## src/rtl/uart_tx_pkg.sv

```systemverilog
// uart_tx_pkg: shared UART constants, parity selection and state codes.
// Define PARITY_ODD for odd parity; even parity otherwise.
package uart_tx_pkg;
    localparam int OVERSAMPLING = 16;
    localparam int NUM_DATA_BITS = 8;
    localparam int NUM_PARITY_BIT = 1;
    localparam int STATES_NUM = 5;
    localparam int STATE_W = $clog2(STATES_NUM);
    localparam logic [STATE_W-1:0] STATE_IDLE = 3'd0;
    localparam logic [STATE_W-1:0] STATE_START_BIT = 3'd1;
    localparam logic [STATE_W-1:0] STATE_DATA_BITS = 3'd2;
    localparam logic [STATE_W-1:0] STATE_PARITY_BIT = 3'd3;
    localparam logic [STATE_W-1:0] STATE_STOP_BIT = 3'd4;
`ifdef PARITY_ODD
    localparam logic PARITY_ODD_SEL = 1'b1;
`else
    localparam logic PARITY_ODD_SEL = 1'b0;
`endif
endpackage

```

## src/rtl/uart_parity_gen.sv

```systemverilog
// uart_parity_gen: combinational word-to-parity-bit generator.
module uart_parity_gen
    import uart_tx_pkg::*;
#(
    parameter int WIDTH = NUM_DATA_BITS
) (
    input  logic [WIDTH-1:0] i_word,
    output logic             o_parity
);
    assign o_parity = PARITY_ODD_SEL ? ~^i_word : ^i_word;
endmodule

```

## src/rtl/uart_tx.sv

```systemverilog
// uart_tx: UART transmitter with one-deep holding register for gapless frames.
// Define UART_TX_TWO_STOP_EN for two stop bits.
module uart_tx #(
    parameter int OVERSAMPLING = uart_tx_pkg::OVERSAMPLING,
    parameter int NUM_DATA_BITS = uart_tx_pkg::NUM_DATA_BITS
) (
    input  logic                     baud,
    input  logic                     reset,
    input  logic                     enable,
    input  logic [NUM_DATA_BITS-1:0] data,
    input  logic                     valid,
    output logic                     ready,
    output logic                     tx,
    output logic                     busy,
    output logic                     done
);
    import uart_tx_pkg::*;
    localparam int OS_W = $clog2(OVERSAMPLING);
    localparam int DI_W = $clog2(NUM_DATA_BITS);
    localparam logic [OS_W-1:0] OS_LAST = OS_W'(OVERSAMPLING - 1);
    localparam logic [DI_W-1:0] DI_LAST = DI_W'(NUM_DATA_BITS - 1);
    logic [STATE_W-1:0]       r_state;
    logic [OS_W-1:0]          r_os_idx;
    logic [DI_W-1:0]          r_data_idx;
    logic [NUM_DATA_BITS-1:0] r_shift;
    logic [NUM_DATA_BITS-1:0] r_hold;
    logic                     r_hold_full;
    logic                     r_parity;
    logic                     r_done;
    logic                     w_parity;
    logic                     w_bit_end;
    logic                     w_stop_end;
    logic                     w_load;
    uart_parity_gen #(.WIDTH(NUM_DATA_BITS)) u_parity (
        .i_word   (r_hold),
        .o_parity (w_parity)
    );
    assign w_bit_end = r_os_idx == OS_LAST;
`ifdef UART_TX_TWO_STOP_EN
    logic r_second_stop;
    assign w_stop_end = r_state == STATE_STOP_BIT && w_bit_end && r_second_stop;
    always_ff @(posedge baud or posedge reset) begin
        if (reset)
            r_second_stop <= 1'b0;
        else if (!enable || r_state != STATE_STOP_BIT)
            r_second_stop <= 1'b0;
        else if (w_bit_end)
            r_second_stop <= 1'b1;
    end
`else
    assign w_stop_end = r_state == STATE_STOP_BIT && w_bit_end;
`endif
    // The queued word is taken straight from the final stop cycle, so no idle gap appears.
    assign w_load = r_hold_full && (r_state == STATE_IDLE || w_stop_end);
    assign ready = enable && !r_hold_full && !reset;
    assign busy = r_state != STATE_IDLE;
    assign done = r_done;
    assign tx = r_state == STATE_START_BIT  ? 1'b0 :
                r_state == STATE_DATA_BITS  ? r_shift[0] :
                r_state == STATE_PARITY_BIT ? r_parity : 1'b1;
    always_ff @(posedge baud or posedge reset) begin
        if (reset) begin
            r_state     <= STATE_IDLE;
            r_os_idx    <= '0;
            r_data_idx  <= '0;
            r_shift     <= '0;
            r_hold      <= '0;
            r_hold_full <= 1'b0;
            r_parity    <= 1'b0;
            r_done      <= 1'b0;
        end else if (!enable) begin
            r_state     <= STATE_IDLE;
            r_os_idx    <= '0;
            r_data_idx  <= '0;
            r_hold_full <= 1'b0;
            r_done      <= 1'b0;
        end else begin
            r_done <= w_stop_end;
            if (valid && ready) begin
                r_hold      <= data;
                r_hold_full <= 1'b1;
            end
            if (w_load) begin
                r_shift     <= r_hold;
                r_parity    <= w_parity;
                r_hold_full <= 1'b0;
                r_state     <= STATE_START_BIT;
                r_os_idx    <= '0;
            end else if (r_state != STATE_IDLE) begin
                r_os_idx <= w_bit_end ? '0 : r_os_idx + 1'b1;
                if (w_bit_end) begin
                    if (r_state == STATE_START_BIT) begin
                        r_state    <= STATE_DATA_BITS;
                        r_data_idx <= '0;
                    end else if (r_state == STATE_DATA_BITS) begin
                        r_shift    <= r_shift >> 1;
                        r_data_idx <= r_data_idx + 1'b1;
                        if (r_data_idx == DI_LAST)
                            r_state <= STATE_PARITY_BIT;
                    end else if (r_state == STATE_PARITY_BIT) begin
                        r_state <= STATE_STOP_BIT;
                    end else if (w_stop_end) begin
                        r_state <= STATE_IDLE;
                    end
                end
            end
        end
    end
endmodule

```

## config.mk

```make
export PLATFORM = sky130hd
export DESIGN_NAME = uart_tx
export DESIGN_NICKNAME = d
export VERILOG_FILES = /design/src/rtl/uart_tx_pkg.sv /design/src/rtl/uart_parity_gen.sv /design/src/rtl/uart_tx.sv
export SDC_FILE = /design/constraint.sdc
export NUM_CORES = 1
export LEC_CHECK = 0
export ABC_AREA = 1
export BUFFER_PORTS_ARGS = -buffer_cell sky130_fd_sc_hd__buf_2
export CAP_MARGIN = 0
export CORE_MARGIN = 3
export CORE_UTILIZATION = 41
export DETAILED_ROUTE_END_ITERATION = 10
export PLACE_DENSITY = 0.62
export SLEW_MARGIN = 20
export SYNTH_ARGS = -nofsm -noshare
export SYNTH_HDL_FRONTEND = slang
export SYNTH_SLANG_ARGS = --single-unit
```

## constraint.sdc

```tcl
create_clock -name baud -period 1.9 [get_ports baud]
set_input_delay 0.095 -clock baud [delete_from_list [all_inputs] [get_ports baud]]
set_output_delay 0.095 -clock baud [all_outputs]
set_load 0.05 [all_outputs]
```

After elaboration in Yosys (flattened, before gate mapping). Index checks and enable logic that the tools add are counted.

Output and inout bits: 4. Flip-flop bits (word level): 29. Logic and storage cells: 76. Input bits: 12.

Equality and inequality tests: 16. Reduce and logical (&&, ||, !) cells: 19. Mux-type cells: 31. Add/sub/neg operators: 2.

Operators with widths (number): $mux 3 (15); $mux 8 (5); $mux 4 (4); $ne 3x1->1 const B (4); $reduce_and 4->1 (2); $reduce_xor 8->1 (1); $mux 1 (7); $eq 3x2->1 const B (2); $eq 3x3->1 const B (2); $ne 6x1->1 const B (1); $reduce_bool 2->1 (3); $logic_and 1x1->1 (5); $ne 5x4->1 const B (1); $reduce_and 5->1 (1); $add 4x1->4 const B (1); $eq 4x4->1 const B (1); $ne 2x1->1 const B (2); $ne 2x2->1 const B (2); $reduce_and 2->1 (2); $add 3x1->3 const B (1); $eq 3x1->1 const B (1); $logic_not 3->1 (1); $reduce_bool 3->1 (1); $logic_not 1->1 (2); $logic_or 1x1->1 (1).

Depth between registers and ports, before layout.
Depth after elaboration: 10. Depth in mapped cells: 9. Gate-level depth less buffers: 9.

Modules after synthesis. A second synthesis with hierarchy kept.

Cells, all modules: 221. Area, all modules: 1630.3 um^2.

Modules (own cells, without submodules): uart_tx (times used 1, area each 1453.9 um^2, seq. area each 725.7 um^2, cells an instance 174); uart_parity_gen (times used 1, area each 176.4 um^2, seq. area each 0.0 um^2, cells an instance 47).

Worst setup path before layout. OpenSTA, ideal clock, no wires.

Path type: reg2out. From: register r_state[2]. To: output port tx. Path buffers: 0. Setup slack: 0.021 ns. Cell stages (with the launch flop): 5. Arrival: 1.784 ns. Path through: dfrtp_1 inv_2 nand3_2 nor2_1 nor3b_1.

Cells in the longest elaborated chain, start to end: 4. Elaborated cells on any way between the ends: 6. Classes of those cells: 3 x eq/ne; 3 x mux.

RTL lines: from (decl) (RTL line uart_tx.sv:22) `logic [STATE_W-1:0] r_state;`; from (signal assigned) (RTL line uart_tx.sv:63) `r_state <= STATE_IDLE;`; from (signal assigned) (RTL line uart_tx.sv:72) `r_state <= STATE_IDLE;`; from (signal assigned) (RTL line uart_tx.sv:87) `r_state <= STATE_START_BIT;`; $eq 3x2->1 (RTL line uart_tx.sv:60) `r_state == STATE_PARITY_BIT ? r_parity : 1'b1;`; $mux 1 (RTL line uart_tx.sv:60); $mux 1 (RTL line uart_tx.sv:59) `r_state == STATE_DATA_BITS ? r_shift[0] :`; $mux 1 (*) (RTL line uart_tx.sv:58) `assign tx = r_state == STATE_START_BIT ? 1'b0 :`; to (decl) (RTL line uart_tx.sv:13) `output logic tx,`.

Every way passes the cells marked *; elsewhere a longest branch is shown, timed or not.

Worst setup path in the final report.
From: register r_os_idx[0]. To: register r_state[2].

Cells in the longest elaborated chain, start to end: 6. Elaborated cells on any way between the ends: 11. Classes of those cells: 5 x eq/ne; 2 x mux; 4 x reduce/logical.

RTL lines: from (decl) (RTL line uart_tx.sv:23) `logic [OS_W-1:0] r_os_idx;`; from (signal assigned) (RTL line uart_tx.sv:90) `r_os_idx <= w_bit_end ? '0 : r_os_idx + 1'b1;`; $eq 4x4->1 (*) (RTL line uart_tx.sv:38) `assign w_bit_end = r_os_idx == OS_LAST;`; $logic_and 1x1->1 (RTL line uart_tx.sv:51) `assign w_stop_end = r_state == STATE_STOP_BIT && w_bit_end;`; $logic_or 1x1->1 (RTL line uart_tx.sv:54) `assign w_load = r_hold_full && (r_state == STATE_IDLE || w_stop_end);`; $logic_and 1x1->1 (RTL line uart_tx.sv:54); $ne 6x1->1 (no source line) (tied with other cells); $reduce_and 4->1 (no source line) or $mux 3 (tied branches).

Marked as above. A chain may end at the register's enable or synchronous reset.

==> summary.txt <==
Post-CTS Setup Bufs - 0
Commonest non-fill, non-tap cell in the layout - nand2_1
Layout cells sized above 1 - 19.73%
Max-cap violation count - 0
Async S/R FF share, synth - 100.0%
Sequential power share - 39.5%
GRT overflow - 0
Root buffer cell - clkbuf_8
Setup WS pre-CTS - 0.2475 ns
Post-synthesis mux area share - 4.408%
Cell-internal power - 0.001338 W
XOR/XNOR Fraction of Synth Area - 4.872%
Outcome - complete, no violations
Number of global-route vias before repair - 1261
CTS Hold Buffers Added - 1
Synth Cell Area - 0.001618 mm2
Vias per cell - 4.727
First-pass GRT wire length - 5623 um
CP Max Fanout - 16
Critical Path AT - 1.82 ns
Gate power share - 37.6%
Final Setup Violations - 0
Vert. Die Dim - 68.82 um
Nature of the critical path startpoint - flop
Net switching power - 0.0008771 W
Yosys warnings - 0
H-tree depth - 2
EDFF count, synth - 0
#FFs+latches synth - 29
Final Skew - 0.004557 ns
Simple-gate area share of the yosys netlist - 32.17%
DPL Wire Length - 2276 um
Crit path kind - flop to flop
Worst-skew pair later-pin latency - 0.28 ns
Die ar. - 0.004736 mm2
Tot GR Track Use - 15.88%
Dominant synthesized flop cell - dfrtp_1
Post-Synthesis Cells - 201
Core Area - 0.003744 mm2
PD cells - 1208 mW/mm2
Largest family of logic cells by synthesized area - simple AND/OR/NAND/NOR gates
Sink Count - 29
Clock power share - 22.9%
Final min period - 1.656 ns
CTS tree - built
CP endpoint kind - flop
R2R Setup Slk - 0.24 ns
Longest Clk Path Bufs - 2
FP Rows - 22
Unique masters post-synth - 27
Sequential area share after synthesis - 44.86%
Area Growth Syn to Fin - 13.38%
Initial core utilization - 43.22%
Vias - 1281
Routed len/inst - 11.13 um
Worst-Margin Slew - 0.3732 ns
Total negative setup slack - 0 ns
Max Clock Freq - 0.6037 GHz
Compound-Gate Fraction of Synth Area - 6.032%
Mapped Nets - 216
Final Cycle Share - 87.18%
DR iter-0 viols - 103
Adder-cell share of the synthesized area - 2.320%
Fillers - 397
# DRC - 0
Initial DRT Pass Iterations - 4
Final hold vios - 0
Final Wtd Congestion - 0.7425
Die W - 68.82 um
Largest net degree at the start of global routing - 30
Fin worst setup slack - 0.2436 ns
Min-delay src - data[5]
Routed Antenna Nets - 0
Initial antenna violation count - 0
DRT Wirelength - 3017 um
Clk pin slew, worst setup/hold paths - 0.06 ns
CTS resizes - 0
Cts bufs inserted - 5
Port bufs - 15
Worst VDD drop - 0.0004789 V
Critical path origin - r_os_idx[0]
Slew Limit Headroom - 75.12%
Diode count - 0
Ports - 16
Worst EP required - 2.06 ns
Final Max Tran Viols - 0
Hold Path Class - input pin to flop
Commonest cells after routing, fill and taps aside - 80 x nand2_1, 29 x dfrtp_1, 15 x buf_2
Sw Share - 39.59%
Leakage power - 0.9861 nW
Synth Area per Inst - 8.049 um2
Reg2reg start - r_os_idx[0]
RSZ-0062 raised after global routing - no
Nets - 238
==> cells in the mapped netlist, types with 2 or more instances <==
cell type | count | area share (%)
inv_2 | 5 | 1.2
buf_6 | 2 | 1.4
o21ai_0 | 5 | 1.5
nor2_1 | 10 | 2.3
a21oi_1 | 8 | 2.5
nand2_1 | 80 | 19
nor2_2 | 2 | 0.77
inv_1 | 12 | 2.8
ha_1 | 3 | 2.3
dfrtp_1 | 29 | 45
o21ai_1 | 3 | 0.93
xnor2_1 | 5 | 2.7
mux2_4 | 4 | 3.7
nor4_1 | 2 | 0.77
nand2_2 | 4 | 1.5
nand3_1 | 12 | 3.7
nand3_2 | 2 | 1.2
xor2_1 | 4 | 2.2
==> sequential cells by signal, summed over array words and instances, names as in the netlist <==
| name | flops |
|---|---|
| done | 1 |
| r_data_idx | 3 |
| r_hold | 8 |
| r_hold_full | 1 |
| r_os_idx | 4 |
| r_parity | 1 |
| r_shift | 8 |
| r_state | 3 |
==> final timing paths <==
kind                                 endpoint  depth (start not counted)
min in group asynchronous         r_hold_full                          4
worst min-delay path                r_hold[5]                          2
worst max-delay path               r_state[2]                          8
max in group asynchronous          r_shift[3]                          4
worst min register to register  r_data_idx[1]                          2
worst max register to register     r_state[2]                          8
==> layer usage <==
metal  up-vias  GRT usage (%)  part of all wire (%)
met3         3          4.862                   3.5
met2        17          26.34                    49
met4         0          3.650                  0.63
met1       579          20.26                    47
li1        682              -                     -
met5         -              0                     0
==> per-stage QoR <==
step / hold WS (ns) / instance area [um2] / instances / power, W / util, %
after global routing: 0.03250 / 1834 / 271 / 0.002424 / 49.00
final: 0.04517 / 1834 / 271 / 0.002215 / 49.00
after global placement: 0.2236 / 1738 / 263 / 0.001714 / 46.42
after detailed placement: 0.2248 / 1738 / 263 / 0.001729 / 46.42
after floorplan: 0.1731 / 1618 / 201 / 0.001557 / -
after CTS: 0.03941 / 1834 / 271 / 0.002244 / 49.00
==> power groups by stage <==
stage	registers, W	clock network, W	logic, W
floorplan	0.000857	0	0.000700
global placement	0.000886	0	0.000828
detailed placement	0.000888	0	0.000841
CTS	0.000876	0.000523	0.000845
global route	0.000894	0.000561	0.000968
finish	0.000875	0.000507	0.000834
==> worst max-delay path: stages (launching register included) <==
cell	delay, ns
dfrtp_1	0.36
ha_1	0.20
nand3_2	0.14
a21oi_2	0.18
nand2_2	0.21
nand3_1	0.21
nand2_1	0.11
nand2_1	0.07
nand2_1	0.05
==> kinds of logic (layout without fill, tap and decap cells) <==
logic type / after synthesis / in the layout
AOI/OAI and AO/OA: 18 / 18
xor gates and xnor gates: 9 / 9
adders and majority gates: 3 / 3
buffers and inverters: 19 / 41
DFF: 29 / 29
muxes: 5 / 5
and+or+nand+nor: 118 / 118
==> layout make-up <==
| class | instances | area [um2] | area share, % |
|---|---|---|---|
| Clock buffer | 7 | 86.33 | 4.707 |
| Sequential cell | 29 | 725.7 | 39.56 |
| Tap cell | 48 | 60.06 | 3.274 |
| Inverter | 17 | 63.81 | 3.479 |
| Multi-Input combinational cell | 153 | 805.8 | 43.93 |
| Timing Repair Buffer | 17 | 92.59 | 5.048 |
Power figures use the tool's default switching activity.
